**src/rtl/mips_muldiv_unit.sv**
```systemverilog
// ============================================================================
// Module      : mips_muldiv_unit
// Description : Iterative MIPS multiply/divide unit holding HI/LO. Optional
//               single-cycle multiplier enabled by MULDIV_FAST_MULT_EN.
// Revision    : 1.0 - initial release
// ============================================================================
`default_nettype none

module mips_muldiv_unit #(
    parameter logic [31:0] RESET_HILO = 32'h0000_0000
) (
    input  logic        clk,
    input  logic        rst_n,
    input  logic        req,
    input  logic [2:0]  op,
    input  logic [31:0] a,
    input  logic [31:0] b,
    output logic        stall,
    output logic        busy,
    output logic [31:0] hi,
    output logic [31:0] lo,
    output logic [31:0] rd_data
);

    localparam logic [2:0] c_op_mfhi = 3'b000;
    localparam logic [2:0] c_op_mflo = 3'b010;

    typedef enum logic [1:0] {
        S_IDLE = 2'd0,
        S_RUN  = 2'd1,
        S_FIX  = 2'd2
    } state_t;

    state_t      r_state;
    state_t      w_next;
    logic        w_stall;
    logic        w_run_done;

    logic [4:0]  r_cnt;
    logic [1:0]  r_kind;      // op[1:0] of the accepted long op
    logic        r_neg_q;
    logic        r_neg_r;
    logic        r_b_zero;
    logic [31:0] r_opa;       // |a| multiplicand or |b| divisor
    logic [63:0] r_acc;       // product, or dividend/quotient in [31:0]
    logic [32:0] r_rem;
    logic [31:0] r_hi;
    logic [31:0] r_lo;
    logic        r_busy;

    logic        w_sgn;
    logic [31:0] w_abs_a;
    logic [31:0] w_abs_b;
    logic [32:0] w_msum;
    logic [32:0] w_dshift;
    logic [33:0] w_ddiff;
    logic        w_qbit;
    logic [63:0] w_prod;
    logic [31:0] w_quo;
    logic [31:0] w_rem;
    logic [31:0] w_new_hi;
    logic [31:0] w_new_lo;
    logic        w_mt_we;

    assign w_sgn   = ~op[0];
    assign w_abs_a = (w_sgn && a[31]) ? (32'd0 - a) : a;
    assign w_abs_b = (w_sgn && b[31]) ? (32'd0 - b) : b;

    // Shift-add step: conditionally add multiplicand into the upper half, then shift right.
    assign w_msum   = {1'b0, r_acc[63:32]} + (r_acc[0] ? {1'b0, r_opa} : 33'd0);

    // Restoring divide step on magnitudes.
    assign w_dshift = {r_rem[31:0], r_acc[31]};
    assign w_ddiff  = {1'b0, w_dshift} - {2'b00, r_opa};
    assign w_qbit   = ~w_ddiff[33];

    assign w_prod   = r_neg_q ? (64'd0 - r_acc) : r_acc;
    // A zero divisor yields an all-ones quotient; the remainder path already reproduces a.
    assign w_quo    = r_b_zero ? 32'hFFFF_FFFF
                    : (r_neg_q ? (32'd0 - r_acc[31:0]) : r_acc[31:0]);
    assign w_rem    = r_neg_r ? (32'd0 - r_rem[31:0]) : r_rem[31:0];
    assign w_new_hi = r_kind[1] ? w_rem : w_prod[63:32];
    assign w_new_lo = r_kind[1] ? w_quo : w_prod[31:0];

    assign w_mt_we  = req && !op[2] && op[0] && (r_state != S_RUN);

`ifdef MULDIV_FAST_MULT_EN
    logic [63:0] w_fast;
    assign w_fast     = {32'd0, r_opa} * {32'd0, r_acc[31:0]};
    assign w_run_done = (r_cnt == 5'd31) || !r_kind[1];
`else
    assign w_run_done = (r_cnt == 5'd31);
`endif

    always_ff @(posedge clk or negedge rst_n) begin
        if (!rst_n) begin
            r_state <= S_IDLE;
        end else begin
            r_state <= w_next;
        end
    end

    always_comb begin
        w_next  = r_state;
        w_stall = 1'b0;
        case (r_state)
            S_IDLE: begin
                w_stall = req && op[2];
                if (req && op[2]) begin
                    w_next = S_RUN;
                end
            end
            S_RUN: begin
                w_stall = req;
                if (w_run_done) begin
                    w_next = S_FIX;
                end
            end
            S_FIX: begin
                w_next = S_IDLE;
            end
            default: begin
                w_next = S_IDLE;
            end
        endcase
    end

    always_ff @(posedge clk or negedge rst_n) begin
        if (!rst_n) begin
            r_cnt    <= 5'd0;
            r_kind   <= 2'd0;
            r_neg_q  <= 1'b0;
            r_neg_r  <= 1'b0;
            r_b_zero <= 1'b0;
            r_opa    <= 32'd0;
            r_acc    <= 64'd0;
            r_rem    <= 33'd0;
            r_hi     <= RESET_HILO;
            r_lo     <= RESET_HILO;
            r_busy   <= 1'b0;
        end else begin
            r_busy <= (w_next != S_IDLE);
            case (r_state)
                S_IDLE: begin
                    if (req && op[2]) begin
                        r_cnt    <= 5'd0;
                        r_kind   <= op[1:0];
                        r_neg_q  <= w_sgn && (a[31] ^ b[31]);
                        r_neg_r  <= w_sgn && a[31];
                        r_b_zero <= (b == 32'd0);
                        r_rem    <= 33'd0;
                        if (op[1]) begin
                            r_opa <= w_abs_b;
                            r_acc <= {32'd0, w_abs_a};
                        end else begin
                            r_opa <= w_abs_a;
                            r_acc <= {32'd0, w_abs_b};
                        end
                    end
                end
                S_RUN: begin
                    r_cnt <= r_cnt + 5'd1;
                    if (!r_kind[1]) begin
`ifdef MULDIV_FAST_MULT_EN
                        r_acc <= w_fast;
`else
                        r_acc <= {w_msum, r_acc[31:1]};
`endif
                    end else begin
                        r_rem        <= w_qbit ? w_ddiff[32:0] : w_dshift;
                        r_acc[31:0]  <= {r_acc[30:0], w_qbit};
                    end
                end
                S_FIX: begin
                    r_hi <= w_new_hi;
                    r_lo <= w_new_lo;
                end
                default: begin
                end
            endcase
            // A move completing in FIX was issued after the long op, so it wins.
            if (w_mt_we) begin
                if (op[1]) begin
                    r_lo <= a;
                end else begin
                    r_hi <= a;
                end
            end
        end
    end

    // In FIX the committing result is forwarded so a stalled MFHI/MFLO reads it.
    always_comb begin
        rd_data = 32'd0;
        if (op == c_op_mfhi) begin
            rd_data = (r_state == S_FIX) ? w_new_hi : r_hi;
        end else if (op == c_op_mflo) begin
            rd_data = (r_state == S_FIX) ? w_new_lo : r_lo;
        end
    end

    assign stall = w_stall;
    assign busy  = r_busy;
    assign hi    = r_hi;
    assign lo    = r_lo;

endmodule

`default_nettype wire

```
**config.mk**
```make
export PLATFORM = sky130hd
export DESIGN_NAME = mips_muldiv_unit
export DESIGN_NICKNAME = d
export VERILOG_FILES = /design/src/rtl/mips_muldiv_unit.sv
export SDC_FILE = /design/constraint.sdc
export NUM_CORES = 1
export LEC_CHECK = 0
export CORE_MARGIN = 5
export CORE_UTILIZATION = 40
export CTS_BUF_LIST = sky130_fd_sc_hd__clkbuf_2 sky130_fd_sc_hd__clkbuf_4 sky130_fd_sc_hd__clkbuf_8
export DETAILED_ROUTE_END_ITERATION = 10
export SYNTH_ARGS = -nofsm -noshare
export SYNTH_HDL_FRONTEND = slang
export SYNTH_SLANG_ARGS = --single-unit
export TNS_END_PERCENT = 5
```
**constraint.sdc**
```tcl
create_clock -name clk -period 4.3 [get_ports clk]
set_input_delay 0.86 -clock clk [delete_from_list [all_inputs] [get_ports clk]]
set_output_delay 0.86 -clock clk [all_outputs]
set_load 0.01 [all_outputs]
```
== Yosys cells after proc, flatten, opt, wreduce, memory -nomap -nowiden ==
Cells that the tools add are included.

* Register bits: 205
* Input port bits: 70

* Bitwise operators: 3
* Eq/ne operators: 8
* $add $sub $neg: 8
* Muxes and demuxes: 33
* Reduce and logical (&&, ||, !) cells: 17

{| class="wikitable"
|+ Operators by type and width
! cell !! count
|-
| 32-bit two-way mux || 23
|-
| 64-bit two-way mux || 2
|-
| 64-bit one-hot mux with 2 select lines || 1
|-
| 1-bit by 32-bit subtractor with 32-bit output, first input constant || 4
|-
| 32-bit one-hot mux with 2 select lines || 1
|-
| 1-bit by 64-bit subtractor with 64-bit output, first input constant || 1
|-
| 33-bit by 32-bit subtractor with 34-bit output || 1
|-
| 32-bit by 32-bit adder with 33-bit output || 1
|-
| 32-bit zero test || 1
|-
| 5-bit one-hot mux with 2 select lines || 1
|-
| 1-bit logical AND || 7
|-
| 2-bit != test, second input constant || 3
|-
| 3-bit AND reduction || 2
|-
| 5-bit by 1-bit adder with 5-bit output, second input constant || 1
|-
| 5-bit equality test, second input constant || 1
|-
| 5-bit two-way mux || 1
|-
| 2-bit two-way mux || 2
|-
| 2-bit one-hot mux with 2 select lines || 1
|-
| 2-bit AND reduction || 2
|-
| 2-bit nonzero test || 2
|-
| 3-bit by 2-bit equality test with 1-bit output, second input constant || 1
|-
| 3-bit zero test || 1
|-
| 2-bit by 1-bit equality test with 1-bit output, second input constant || 1
|-
| 2-bit equality test, second input constant || 1
|-
| 6 further kinds || 7
|}

== Depth between registers and ports, before layout ==
Gate-level depths: netlist of the first run.

* Word-level depth: 7
* Gate-level depth with buffers: 14

== Worst setup path before layout of the first run ==
OpenSTA, ideal clock, no wires.

* Path type: register to output
* Start: register r_acc[0]
* End: output rd_data[26]
* Path slack: 11 ps
* Arrival time: 3429 ps
* Stages on the path, launching flop included: 14
* Path buffers: 2
* Data required time: 3440 ps
* Path through: dfrtp_1 > inv_1 > clkbuf_1 > ha_1 > or3b_2 > nor3_1 > nand2_1 > or4_1 > clkbuf_1 > o41ai_1 > xnor2_1 > o211ai_1 > a21oi_1 > a21o_1

* Cells in the longest elaborated chain, start to end: 7
* Elaborated cells on any way between the ends: 11
* Those cells by class: add/sub: 2; mux: 9

{| class="wikitable"
|+ Ends and longest elaborated chain
! element !! RTL line !! RTL
|-
| start, declared || 45 || <nowiki>logic [63:0] r_acc;</nowiki>
|-
| start signal, assigned || 154 || <nowiki>r_acc <= {32'd0, w_abs_a};</nowiki>
|-
| start signal, assigned || 157 || <nowiki>r_acc <= {32'd0, w_abs_b};</nowiki>
|-
| start signal, assigned || 167 || <nowiki>r_acc <= {w_msum, r_acc[31:1]};</nowiki>
|-
| 1-bit by 32-bit subtractor with 32-bit output || 80 || <nowiki>: (r_neg_q ? (32'd0 - r_acc[31:0]) : r_acc[31:0]);</nowiki>
|-
| 32-bit two-way mux || 80 ||
|-
| 32-bit two-way mux || 79 || <nowiki>assign w_quo = r_b_zero ? 32'hFFFF_FFFF</nowiki>
|-
| 32-bit two-way mux || 83 || <nowiki>assign w_new_lo = r_kind[1] ? w_quo : w_prod[31:0];</nowiki>
|-
| 32-bit two-way mux || 198 || <nowiki>rd_data = (r_state == S_FIX) ? w_new_lo : r_lo;</nowiki>
|-
| 32-bit two-way mux || 197 || <nowiki>end else if (op == c_op_mflo) begin</nowiki>
|-
| 32-bit two-way mux * || 195 || <nowiki>if (op == c_op_mfhi) begin</nowiki>
|-
| end, declared || 22 || <nowiki>output logic [31:0] rd_data</nowiki>
|}

Every way passes the cells marked *; elsewhere a longest branch is shown, timed or not.

== Worst setup path after layout of the first run ==
* Start: register r_acc[20]
* End: output rd_data[29]

The elaborated chain is that of the path after synthesis.

==> reports/metrics.cfg, run 1 <==
[clocking]
cts_buffers = 42
clk_pin_slew_ps = 60
root_buffer = clkbuf_8
clock_tree.buffer_depth = 3
htreeDepth = 2
cts_tree = built
cts.sinks = 204
clk_latency_ps = 650

[cells_and_area]
diodes = 0
area_growth_pct = 27.4
stdcell_area_um2 = 21700
drive_above_1_share_pct = 16.2
fin_cells = 3059
nFillCells = 4096
nNetsFinal = 2634

[place]
placed_cell_area_um2 = 20400
numPlacedInstances = 2974
io_buffers = 167
hpwl_mm = 56.9
gp_congestion = 0.983

[synth]
synth.top_cell.area_share_pct = 29.9
yosysWarnings = 0
ys_ff_latch = 204
synthArstFlopShare_pct = 100
avgSynthCellArea_um2 = 7.70
synthTopCellsByArea = dfrtp_1 (30%), nand2_1 (7.5%), o21ai_0 (6.7%)
syn_area_um2 = 17100
synth_cells = 2214
ys_seq_area_share_pct = 29.9
synth_cell_types = 75
yosys.area.top_type = dfrtp_1
synthFlopType = dfrtp_1
syn_nets = 2356
synth_edf_count = 0

[route]
wl_per_cell_um = 24.0
drc = 0
highest_layer = met4
drt_wl_total_mm = 73.3
vias_per_cell = 5.94
firstDrtPassIters = 6
num_vias = 18200
met3_length_mm = 5.93
drtIter0Drc = 2008
wl_met2_mm = 32.1
wl_met1_mm = 30.3
detail-route-antenna-nets = 0

[run_status]
status = finished with violations
violations = negative setup slack

[die]
ios = 168
dieArea_um2 = 46900
fp.dieW_um = 216
die_h_um = 216
core_area_um2 = 42000
rows = 75
initial_core_util_pct = 40.6

[grt]
track_usage_pct = 30.2
grt_pass1_wl_mm = 109
grt_overflow_total = 0
grt_pass1_vias = 17200
antenna_found_initial = 1
grt_max_degree = 104

[sta]
slew_headroom_pct = 27.8
setup_tns_ps = -5780
worst_slack_ps = -350
finClkSkew_ps = 59.2
max_freq_mhz = 215
drv_slew = 0
tightest_slew_ps = 1080
rsz0062_at_grt = true
finalHoldViolCount = 0
min_period_over_period_pct = 108
setup_viol_count_final = 25
min_period_ps = 4650

[worst_setup_path]
end_kind = output port
cp_max_fo = 5
required_ps = 3440
critPathKind = register to output port
cp-start-kind = register
worstPathArrival_ps = 3790

[power_and_ir_drop]
cellPowerDensity_nw_per_um2 = 808
peakVddDrop_mv = 0.371
p_leak_nw = 9.72

[worst_hold_path]
hp-class = input pin to async pin

[run]
maxCapViolCount = 0

synth_stat cells, types with 14 or more instances:
cell type,instances
nand2_1,340
nand4_1,15
xnor2_1,91
dfrtp_1,204
a21o_1,37
nor3_1,24
or4_1,17
a31oi_1,28
mux2i_1,76
mux2_2,19
inv_1,72
xor2_1,99
o41ai_1,22
ha_1,70
o31ai_1,45
o211ai_1,16
and3_1,14
or3_1,27
nand2b_1,14
nor2_1,213
a21oi_1,212
clkbuf_1,115
nand3_1,25
o21ai_0,227
a211oi_1,14
final timing paths:
check | from | end | slack (ps) | cells after the start
worst max-delay path | r_acc[20]$_DFFE_PN0P_ | rd_data[29] | -350 | 12
worst min register to register | r_opa[8]$_DFFE_PN0P_ | r_opa[8]$_DFFE_PN0P_ | 480 | 2
worst max register to register | r_acc[0]$_DFFE_PN0P_ | r_acc[57]$_DFFE_PN0P_ | 440 | 14
max in group asynchronous | rst_n | r_acc[41]$_DFFE_PN0P_ | 3050 | 2
min in group clk | r_opa[8]$_DFFE_PN0P_ | r_opa[8]$_DFFE_PN0P_ | 480 | 2
worst min-delay path | rst_n | r_acc[13]$_DFFE_PN0P_ | 310 | 1
registers in the layout, summed over array words and instances (netlist names), 2 cells and up:
signal / count
r_rem: 32
r_state: 2
hi: 32
r_opa: 32
lo: 32
r_acc: 64
r_cnt: 5
worst max-delay path, cell delays in order (launching register included):
cell and delay, ps:
dfrtp_1 380, or3_4 400, or4b_4 500, nor4_4 180, buf_4 180, nand4_1 230
buf_4 240, o41ai_4 220, xnor2_1 120, o211ai_1 260, a21oi_1 120, a21o_1 160
buf_2 130
metal layers:
layer,track usage [%],vias to the layer above
met3,5.57,188
met5,0,-
li1,-,8446
met4,16.9,0
met2,46.7,838
met1,40.0,8699
layout by cell type, fill, tap and decap left out, types with 13 or more instances in the layout:
cell,n
a21o_1,37
a21oi_1,204
a31oi_1,28
and3_1,14
buf_4,192
clkbuf_8,54
clkdlybuf4s50_1,134
dfrtp_1,202
ha_1,69
inv_1,70
mux2_2,19
mux2i_1,75
nand2_1,339
nand2b_1,13
nand3_1,21
nand4_1,15
nor2_1,211
nor3_1,20
o211ai_1,16
o21ai_0,207
o21ai_1,19
o31ai_1,33
o41ai_1,13
or3_1,23
xnor2_1,89
xor2_1,99
where the power goes:
part / switching (W) / total (W) / internal [W]
registers: 0.000881 / 0.00368 / 0.00280
logic: 0.00676 / 0.0116 / 0.00482
clock network: 0.000992 / 0.00230 / 0.00131
total: 0.00863 / 0.0176 / 0.00894
what timing repair did:
| item | CTS | global route |
|---|---|---|
| setup buffers | 8 | 5 |
| gates resized for setup | 112 | 62 |
| endpoints found under the hold margin | 0 | 0 |
| pin swaps | 30 | 35 |
| hold buffers | 0 | 0 |
| endpoints found under the setup margin | 32 | 34 |
kinds of logic (layout without fill, tap and decap cells):
group | count (synthesis) | count (layout) | synth area share (%)
AOI/OAI and AO/OA | 692 | 692 | 24.6
xor gates and xnor gates | 190 | 190 | 9.76
adders and majority gates | 72 | 72 | 5.37
buffers and inverters | 205 | 511 | 4.59
DFF | 204 | 204 | 29.9
muxes | 96 | 96 | 5.80
and+or+nand+nor | 755 | 755 | 19.9
layout make-up:
| class | count | area [um2] | share of cell area [%] |
|---|---|---|---|
| multi-input combinational | 1805 | 11600 | 53.4 |
| sequential | 204 | 5110 | 23.5 |
| timing repair buffer | 366 | 3160 | 14.5 |
| clock buffer | 62 | 797 | 3.67 |
| tap | 539 | 674 | 3.10 |
| inverter | 73 | 274 | 1.26 |
| clock inverter | 10 | 116 | 0.535 |
metrics by stage:
| step | power, W | hold WS, ps | utilization (%) | worst slack, ps |
|---|---|---|---|---|
| global route | 0.0188 | 402 | 51.7 | -454 |
| global placement | 0.0146 | 467 | 48.4 | -348 |
| detailed placement | 0.0148 | 476 | 48.4 | -377 |
| finish | 0.0176 | 313 | 51.7 | -350 |
| floorplan | 0.0105 | 449 | - | 11.0 |
| CTS | 0.0173 | 376 | 51.2 | -504 |
(Power assumes the default switching activity.)
==> run 2, diff against run 1 <==
Settings changed: ABC_CLOCK_PERIOD_IN_PS set to 4300.
==> results of run 2 <==
Same layout as run 1: the final DEF is identical, and so are final timing and power.
